**config.mk**
```make
export PLATFORM = sky130hd
export DESIGN_NAME = sprite_motion_ctrl
export DESIGN_NICKNAME = d
export VERILOG_FILES = /design/src/rtl/motion_pkg.sv /design/src/rtl/key_dir_decode.sv /design/src/rtl/sprite_motion_ctrl.sv
export SDC_FILE = /design/constraint.sdc
export NUM_CORES = 1
export LEC_CHECK = 0
export CORE_ASPECT_RATIO = 1.25
export CORE_UTILIZATION = 30
export CTS_CLUSTER_SIZE = 14
export DETAILED_ROUTE_END_ITERATION = 7
export PLACE_DENSITY = 0.48
export SYNTH_ARGS = -nofsm -noshare
export SYNTH_HDL_FRONTEND = slang
export SYNTH_HIERARCHICAL = 1
export SYNTH_SLANG_ARGS = --single-unit
```
**constraint.sdc**
```tcl
create_clock -name clk -period 5 [get_ports clk]
set_clock_uncertainty 0.05 [all_clocks]
set_input_delay 1 -clock clk [delete_from_list [all_inputs] [get_ports clk]]
set_output_delay 1 -clock clk [all_outputs]
set_load 0.02 [all_outputs]
```
**src/rtl/motion_pkg.sv**
```systemverilog
// Shared definitions for the sprite motion controller: HID keycodes,
// FSM state encoding, datapath width and the velocity saturation helper.
package motion_pkg;

  // USB HID usage IDs for the movement keys
  localparam logic [7:0] KEY_W = 8'h1A;
  localparam logic [7:0] KEY_A = 8'h04;
  localparam logic [7:0] KEY_S = 8'h16;
  localparam logic [7:0] KEY_D = 8'h07;

  // Width of the signed position arithmetic
  localparam int unsigned CW = 12;

  typedef enum logic [2:0] {
    IDLE,
    DECODE,
    STEP,
    CLAMP,
    DONE
  } state_t;

  // Clip a signed SoC velocity to [0, vmax]; a negative speed means "stand still"
  function automatic logic signed [CW-1:0] sat_speed(
    input logic signed [31:0] v,
    input logic signed [31:0] vmax
  );
    logic signed [CW-1:0] r;
    if (v < 0)
      r = '0;
    else if (v > vmax)
      r = vmax[CW-1:0];
    else
      r = v[CW-1:0];
    return r;
  endfunction

endpackage

```
**src/rtl/key_dir_decode.sv**
```systemverilog
// Maps two HID keycodes onto per-axis directions (-1, 0, +1).
// Opposing keys on one axis cancel to 0.
module key_dir_decode
  import motion_pkg::*;
(
  input  logic [15:0]       keycode,
  output logic signed [1:0] dir_x,
  output logic signed [1:0] dir_y
);

  logic [7:0] k0;
  logic [7:0] k1;
  logic       key_l;
  logic       key_r;
  logic       key_u;
  logic       key_d;

  assign k0 = keycode[7:0];
  assign k1 = keycode[15:8];

  // A key counts as pressed if it appears in either report byte
  always_comb begin
    key_l = (k0 == KEY_A) || (k1 == KEY_A);
    key_r = (k0 == KEY_D) || (k1 == KEY_D);
    key_u = (k0 == KEY_W) || (k1 == KEY_W);
    key_d = (k0 == KEY_S) || (k1 == KEY_S);
  end

  // Direction per axis; both or neither key on an axis gives 0
  always_comb begin
    dir_x = 2'sd0;
    dir_y = 2'sd0;
    if (key_r && !key_l)
      dir_x = 2'sd1;
    else if (key_l && !key_r)
      dir_x = -2'sd1;
    if (key_d && !key_u)
      dir_y = 2'sd1;
    else if (key_u && !key_d)
      dir_y = -2'sd1;
  end

endmodule

```
**src/rtl/sprite_motion_ctrl.sv**
```systemverilog
// Per-frame sprite position update: on frame_start the keyboard state and
// SoC velocities are latched, then decoded, stepped and clamped to the
// visible area over a fixed IDLE-DECODE-STEP-CLAMP-DONE sequence.
module sprite_motion_ctrl
  import motion_pkg::*;
#(
  parameter int X_MIN   = 0,
  parameter int X_MAX   = 639,
  parameter int Y_MIN   = 0,
  parameter int Y_MAX   = 479,
  parameter int SIZE    = 4,
  parameter int X_RESET = 320,
  parameter int Y_RESET = 240,
  parameter int VEL_MAX = 15
) (
  input  logic               clk,
  input  logic               reset_n,
  input  logic               frame_start,
  input  logic [15:0]        keycode,
  input  logic signed [31:0] x_velocity,
  input  logic signed [31:0] y_velocity,
  output logic [9:0]         pos_x,
  output logic [9:0]         pos_y,
  output logic [1:0]         hit,
  output logic               busy,
  output logic               update_done,
  output logic               overrun
);

  localparam logic signed [CW-1:0] X_LO = CW'(X_MIN + SIZE);
  localparam logic signed [CW-1:0] X_HI = CW'(X_MAX - SIZE);
  localparam logic signed [CW-1:0] Y_LO = CW'(Y_MIN + SIZE);
  localparam logic signed [CW-1:0] Y_HI = CW'(Y_MAX - SIZE);
  localparam logic signed [CW:0]   SUM_MAX = 13'sd2047;
  localparam logic signed [CW:0]   SUM_MIN = -13'sd2048;

  state_t state;
  state_t state_nxt;

  // Inputs captured at frame_start
  logic [15:0]        key_q;
  logic signed [31:0] xv_q;
  logic signed [31:0] yv_q;

  // DECODE results
  logic signed [1:0]    dir_x;
  logic signed [1:0]    dir_y;
  logic signed [1:0]    dir_x_q;
  logic signed [1:0]    dir_y_q;
  logic signed [CW-1:0] spd_x_q;
  logic signed [CW-1:0] spd_y_q;

  // STEP results
  logic signed [CW-1:0] nx_q;
  logic signed [CW-1:0] ny_q;

  // CLAMP results
  logic [9:0] cx;
  logic [9:0] cy;
  logic       hx;
  logic       hy;

  key_dir_decode u_key_dir_decode (
    .keycode (key_q),
    .dir_x   (dir_x),
    .dir_y   (dir_y)
  );

  // pos + dir*spd in one extra bit, then pinned to the CW-bit signed range
  function automatic logic signed [CW-1:0] step_axis(
    input logic [9:0]           p,
    input logic signed [1:0]    d,
    input logic signed [CW-1:0] s
  );
    logic signed [CW:0]   pe;
    logic signed [CW:0]   se;
    logic signed [CW:0]   sum;
    logic signed [CW-1:0] r;
    pe = {3'b000, p};
    se = {s[CW-1], s};
    case (d)
      2'sd1:   sum = pe + se;
      -2'sd1:  sum = pe - se;
      default: sum = pe;
    endcase
    if (sum > SUM_MAX)
      r = SUM_MAX[CW-1:0];
    else if (sum < SUM_MIN)
      r = SUM_MIN[CW-1:0];
    else
      r = sum[CW-1:0];
    return r;
  endfunction

  // State register
  always_ff @(posedge clk or negedge reset_n) begin
    if (!reset_n)
      state <= IDLE;
    else
      state <= state_nxt;
  end

  // Next-state and status outputs; only IDLE waits, all others advance
  always_comb begin
    state_nxt   = state;
    busy        = 1'b1;
    update_done = 1'b0;
    case (state)
      IDLE: begin
        busy = 1'b0;
        if (frame_start)
          state_nxt = DECODE;
      end
      DECODE: state_nxt = STEP;
      STEP:   state_nxt = CLAMP;
      CLAMP:  state_nxt = DONE;
      DONE: begin
        update_done = 1'b1;
        state_nxt   = IDLE;
      end
      default: state_nxt = IDLE;
    endcase
  end

  // Clamp the stepped position to the screen area minus the sprite half-size
  always_comb begin
    cx = nx_q[9:0];
    cy = ny_q[9:0];
    hx = 1'b0;
    hy = 1'b0;
    if (nx_q < X_LO) begin
      cx = X_LO[9:0];
      hx = 1'b1;
    end else if (nx_q > X_HI) begin
      cx = X_HI[9:0];
      hx = 1'b1;
    end
    if (ny_q < Y_LO) begin
      cy = Y_LO[9:0];
      hy = 1'b1;
    end else if (ny_q > Y_HI) begin
      cy = Y_HI[9:0];
      hy = 1'b1;
    end
  end

  // Datapath pipeline; the visible position is only written on entry to DONE,
  // so a reset part-way through leaves no partial update behind
  always_ff @(posedge clk or negedge reset_n) begin
    if (!reset_n) begin
      key_q   <= '0;
      xv_q    <= '0;
      yv_q    <= '0;
      dir_x_q <= '0;
      dir_y_q <= '0;
      spd_x_q <= '0;
      spd_y_q <= '0;
      nx_q    <= '0;
      ny_q    <= '0;
      pos_x   <= 10'(X_RESET);
      pos_y   <= 10'(Y_RESET);
      hit     <= '0;
    end else begin
      case (state)
        IDLE: begin
          if (frame_start) begin
            key_q <= keycode;
            xv_q  <= x_velocity;
            yv_q  <= y_velocity;
          end
        end
        DECODE: begin
          dir_x_q <= dir_x;
          dir_y_q <= dir_y;
          spd_x_q <= sat_speed(xv_q, VEL_MAX);
          spd_y_q <= sat_speed(yv_q, VEL_MAX);
        end
        STEP: begin
          nx_q <= step_axis(pos_x, dir_x_q, spd_x_q);
          ny_q <= step_axis(pos_y, dir_y_q, spd_y_q);
        end
        CLAMP: begin
          pos_x <= cx;
          pos_y <= cy;
          hit   <= {hy, hx};
        end
        default: ;
      endcase
    end
  end

  // Sticky flag for frame_start pulses dropped while an update is in flight
  always_ff @(posedge clk or negedge reset_n) begin
    if (!reset_n)
      overrun <= 1'b0;
    else if (frame_start && (state != IDLE))
      overrun <= 1'b1;
  end

endmodule

```
# [Word level (Yosys, flattened, before mapping)]
# Index checks and enable logic that the tools add are counted.
[word_totals] output_inout_bits=25 ff_bits=158 inputBits=83
[op_classes] n_reduce_logical=16 n_eq_ne=17 order_cmp=12 n_mux=28 add_sub_neg=4
[op_table] op="$mux 12" count=8
[op_table] op="$gt 32x5->1 const B" count=2
[op_table] op="$lt 32x1->1 const B" count=2
[op_table] op="$pmux 13 s2" count=2
[op_table] op="$mux 10" count=4
[op_table] op="$eq 8x3->1 const B" count=4
[op_table] op="$eq 8x5->1 const B" count=4
[op_table] op="$add 11x12->13" count=2
[op_table] op="$gt 13x12->1 const B" count=2
[op_table] op="$lt 13x12->1 const B" count=2
[op_table] op="$mux 13" count=2
[op_table] op="$sub 11x12->13" count=2
[op_table] op="$lt 12x4->1 const B" count=2
[op_table] op="$gt 12x10->1 const B" count=1
[op_table] op="$gt 12x11->1 const B" count=1
[op_table] op="$pmux 3 s4" count=1
[op_table] op="$mux 2" count=4
[op_table] op="$eq 3x2->1 const B" count=2
[op_table] op="$mux 1" count=6
[op_table] op="$logic_and 1x1->1" count=5
[op_table] op="$eq 2x1->1 const B" count=2
[op_table] op="$eq 2x2->1 const B" count=2
[op_table] op="$logic_not 1->1" count=4
[op_table] op="$logic_or 1x1->1" count=4
[op_table] op="other kinds (7)" count=7

# [Depth between registers and ports, before layout]
[logic_depth] depth_word=6 mapped_depth=15

# [Cells and area by module]
# The synthesis kept the hierarchy.
[by_module_without_submodules] module="sprite_motion_ctrl" area_per_inst_um2=8084.0 seq_area_each_um2=3961.3 instances=1 cells_per_inst=751
[by_module_without_submodules] module="key_dir_decode" area_per_inst_um2=176.4 seq_area_each_um2=0.0 instances=1 cells_per_inst=24

# [Worst setup path after synthesis]
# No wires, ideal clock.
[synth_path] path_type="register -> register" startpoint="register spd_x_q[0]" endpoint="register nx_q[9]" path_buffers=1 setup_time_ps=124 arrival_time_ps=3478 period_less_slack_ps=3652 stages_incl_launch_ff=15 slack_ps=1348 cell_sequence="dfrtp_1 inv_1 ha_1 or4b_2 o21ai_0 xor2_1 ha_1 or2_2 o31ai_1 a21oi_1 a311oi_1 o2111ai_2 buf_2 a22oi_1 o21ai_1"
[synth_via] elab_chain_len=6 word_cells_on_any_way=8 cone_classes="add/sub: 2; order compare: 2; mux: 4"
[synth_lines] element="from (decl)" line="sprite_motion_ctrl.sv:50" rtl="logic signed [CW-1:0] spd_x_q;"
[synth_lines] element="from (signal assigned)" line="sprite_motion_ctrl.sv:175" rtl="spd_x_q <= sat_speed(xv_q, VEL_MAX);"
[synth_lines] element="$sub 11x12->13 or $add 11x12->13 (tied branches)" line="sprite_motion_ctrl.sv:83, sprite_motion_ctrl.sv:82"
[synth_lines] element="$pmux 13 s2 *" line="sprite_motion_ctrl.sv:81" rtl="case (d)"
[synth_lines] element="$mux 13 *" line="sprite_motion_ctrl.sv:164" rtl="case (state)"
[synth_lines] element="$lt 13x12->1" line="sprite_motion_ctrl.sv:88" rtl="else if (sum < SUM_MIN)"
[synth_lines] element="$mux 12" line="sprite_motion_ctrl.sv:88"
[synth_lines] element="$mux 12 *" line="sprite_motion_ctrl.sv:86" rtl="if (sum > SUM_MAX)"
[synth_lines] element="to (signal assigned)" line="sprite_motion_ctrl.sv:179" rtl="nx_q <= step_axis(pos_x, dir_x_q, spd_x_q);"
[synth_lines] element="to (decl)" line="sprite_motion_ctrl.sv:54" rtl="logic signed [CW-1:0] nx_q;"
# Mark *: on every way between the ends. The rest lies on a longest branch, timed or not. The select of a mux whose other input is x is not followed.
# A chain may end at the register's enable or synchronous reset.

# [Final worst setup path]
[layout_path] startpoint="register spd_x_q[0]" endpoint="register nx_q[1]"
# Same word-level chain as after synthesis.

==> impl_metrics.csv <==
group,metric,value,unit
detailed_routing,routed_via_density,4.89,
power_and_ir_drop,power.leakage,0.00434,uW
timing,fin_crit,4110,ps
layout,drive_above_1_share,0.168,
timing,worst_slack,889,ps
clock_network,cts-root-buf,"clkbuf_16",
floorplanning,ios,108,
timing,hold_viol,0,
logic_synthesis,synth_top_area_frac,0.460,
power_and_ir_drop,power_density,594,nW/um2
floorplanning,fp-row-count,67,
layout,syn2layout_area_growth,24.5,%
clock_network,cts.repair.resized,0,
worst_hold_path,hold_path_depth,1,
placed_design,dp_slack,921,ps
floorplanning,die_h,188,um
timing,final.setup.tns,0,ps
run_status,status,"finished clean",
detailed_routing,drc,0,
timing,fmax,243,MHz
worst_setup_path,cp-end-kind,"flop",
grt,grt_pass1_vias,6128,
timing,slew_viol_final,0,
power_and_ir_drop,peakVddDrop,0.285,mV
worst_setup_path,startpoint,"spd_x_q[0]",
detailed_routing,vias,6050,
worst_setup_path,critPathCapture,"nx_q[1]",
logic_synthesis,ys_warn_count,6,
grt,track_usage,0.149,
timing,fin_hold_ws,406,ps
logic_synthesis,synth_most_common_cell,"dfrtp_1",
layout,num_antenna_cells,0,
clock_network,htreeDepth,4,
logic_synthesis,yosys_most_used_dff,"dfrtp_1",
clock_network,ctsHoldBuffers,0,
logic_synthesis,synthesis.nets,884,
clock_network,clock_latency,430,ps
grt,grt_max_degree,89,
clock_network,clk_path_buf_depth,2,
detailed_routing,ant_nets,0,
logic_synthesis,synth_top_area_cell,"dfrtp_1",
worst_setup_path,path_class,"flop to flop",
worst_hold_path,hp-class,"flop to flop",
worst_setup_path,crit-reg2reg-launch,"spd_x_q[0]",
logic_synthesis,synth_commonest_cells,"dfrtp_1, mux2_2, nand2_1",
worst_setup_path,cp.arrival,4360,ps
timing,finalCritPeriodShare,0.822,
logic_synthesis,synthDistinctLibCells,83,
layout,multiInputGateArea,4050,um2
timing,setup_viol,0,
logic_synthesis,async_reset_ff_frac,1.00,
timing,worst_pin_slew,993,ps
detailed_routing,wl_per_cell,15.9,um
detailed_routing,drt_iter0_markers,265,
floorplanning,coreArea,26900,um2
logic_synthesis,synth-seq-area-share,0.480,
placed_design,dp_hpwl,14.5,mm
placed_design,gp_congestion,0.814,
clock_network,cts_sinks,158,
logic_synthesis,synth_edf_count,0,
detailed_routing,first_pass_iters,4,
floorplanning,start_util,0.307,
worst_setup_path,startpoint_type,"flop",
logic_synthesis,syn_avg_cell_area,10.7,um2
timing,rsz0062_at_grt,"false",
layout,n_fill_cell,2680,
logic_synthesis,synthTopCellsByArea,"dfrtp_1, mux2_2, ha_1",
layout,fin_nets,988,
grt,grt_pass1_wl,32.8,mm
worst_setup_path,rrSetupSlack,890,ps
clock_network,cts_tree,"built",
worst_setup_path,required,5250,ps
clock_network,cts_inserted_buffers,17,
flow_run,cap_violations,0,
floorplanning,die-width,150,um
logic_synthesis,synth_cells,775,
grt,grt-ovfl-total,0,
detailed_routing,wl,19.6,mm
clock_network,cts_setup_buffers,0,
worst_setup_path,r2r_end,"nx_q[1]",
logic_synthesis,synth_seq_cells,158,
placed_design,portBuffers,107,
grt,antenna_found_initial,0,
logic_synthesis,synthesis.area,8260,um2
worst_setup_path,cp_max_fo,15,
clock_network,clkTransAtPathRegs,70,ps
layout,regArea,3960,um2
worst_setup_path,reg2regPathDepth,13,
timing,relSlewSlack,0.338,
floorplanning,die_area,28200,um2
[layer usage]
| metal | routed length, um | up-vias | GRT usage |
|---|---|---|---|
| li1 | - | 3046 | - |
| met1 | 9230 | 2874 | 0.195 |
| met2 | 9120 | 117 | 0.233 |
| met3 | 1100 | 13 | 0.0487 |
| met4 | 181 | 0 | 0.0400 |
| met5 | 0 | - | 0 |
[cells in the final DEF (no fill, tap or decap), drive strengths merged, types with 8 or more instances in the layout]
cell             n
dfrtp          152
clkdlybuf4s50  106
mux2            82
nand2           64
nor2            58
o21ai           51
inv             33
a21oi           28
ha              24
and2            21
xnor2           19
o31ai           19
clkbuf          19
nor3            18
nor4            15
nor2b           13
o21a            13
xor2            12
a31oi           10
nand3            9
buf              9
nand4            8
a21o             8
[through the flow]
stage / instances / total power (uW) / cell area [um2] / util
4_1_cts: 1237 / 6210 / 10300 / 0.382
6_report: 1237 / 6110 / 10300 / 0.382
3_3_place_gp: 1205 / 4760 / 9670 / 0.359
2_1_floorplan: 775 / 4080 / 8260 / -
5_1_grt: 1237 / 6600 / 10300 / 0.382
3_5_place_dp: 1205 / 4790 / 9670 / 0.359
[logic make-up (layout without fill, tap and decap cells)]
logic type	Yosys count	count (layout)	synth area share
AO/OA/AOI/OAI	186	186	0.154
XOR/XNOR	31	31	0.0338
adder cells (fa/ha/maj)	27	27	0.0424
buffers and inverters	56	173	0.0315
flip-flops	158	158	0.480
multiplexers	85	85	0.115
AND/OR/NAND/NOR	232	232	0.143
[worst max-delay path, cell delays in order, from the launching register on]
cell and delay, ps:
dfrtp_1 430, inv_1 80, ha_1 180, or4b_2 680, o21ai_0 240, xor2_1 170
ha_1 270, or2_2 320, o31ai_1 70, a21oi_1 90, a311oi_1 560, o2111ai_2 440
a22oi_1 300, o21ai_0 120
[worst min path at each step]
stage / from / slack, ps / to
final: overrun / 410 / overrun
after global routing: overrun / 420 / overrun
after CTS: overrun / 410 / overrun
after detailed placement: overrun / 400 / overrun
after global placement: overrun / 400 / overrun
after floorplan: ny_q[0] / 400 / ny_q[0]
[layout make-up]
| class | instances | area share |
|---|---|---|
| Clock buffer | 19 | 0.0440 |
| Tap cell | 345 | 0.0420 |
| Inverter | 26 | 0.00949 |
| Clock inverter | 13 | 0.0161 |
| Sequential cell | 158 | 0.385 |
| Multi-Input combinational cell | 561 | 0.393 |
| Timing Repair Buffer | 115 | 0.110 |
[flip-flops by register name, summed over array words and instances (netlist names), 3 cells and up]
name	cells
state	3
pos_y	10
pos_x	10
xv_q	32
ny_q	12
nx_q	12
spd_x_q	12
yv_q	32
key_q	16
spd_y_q	12
[power by group]
| group | internal [uW] | switching, uW | total [uW] |
|---|---|---|---|
| Combinational | 1240 | 1290 | 2530 |
| Sequential | 1790 | 402 | 2200 |
| Clock | 786 | 599 | 1390 |
Note: power is estimated with default switching activity, not from simulation.
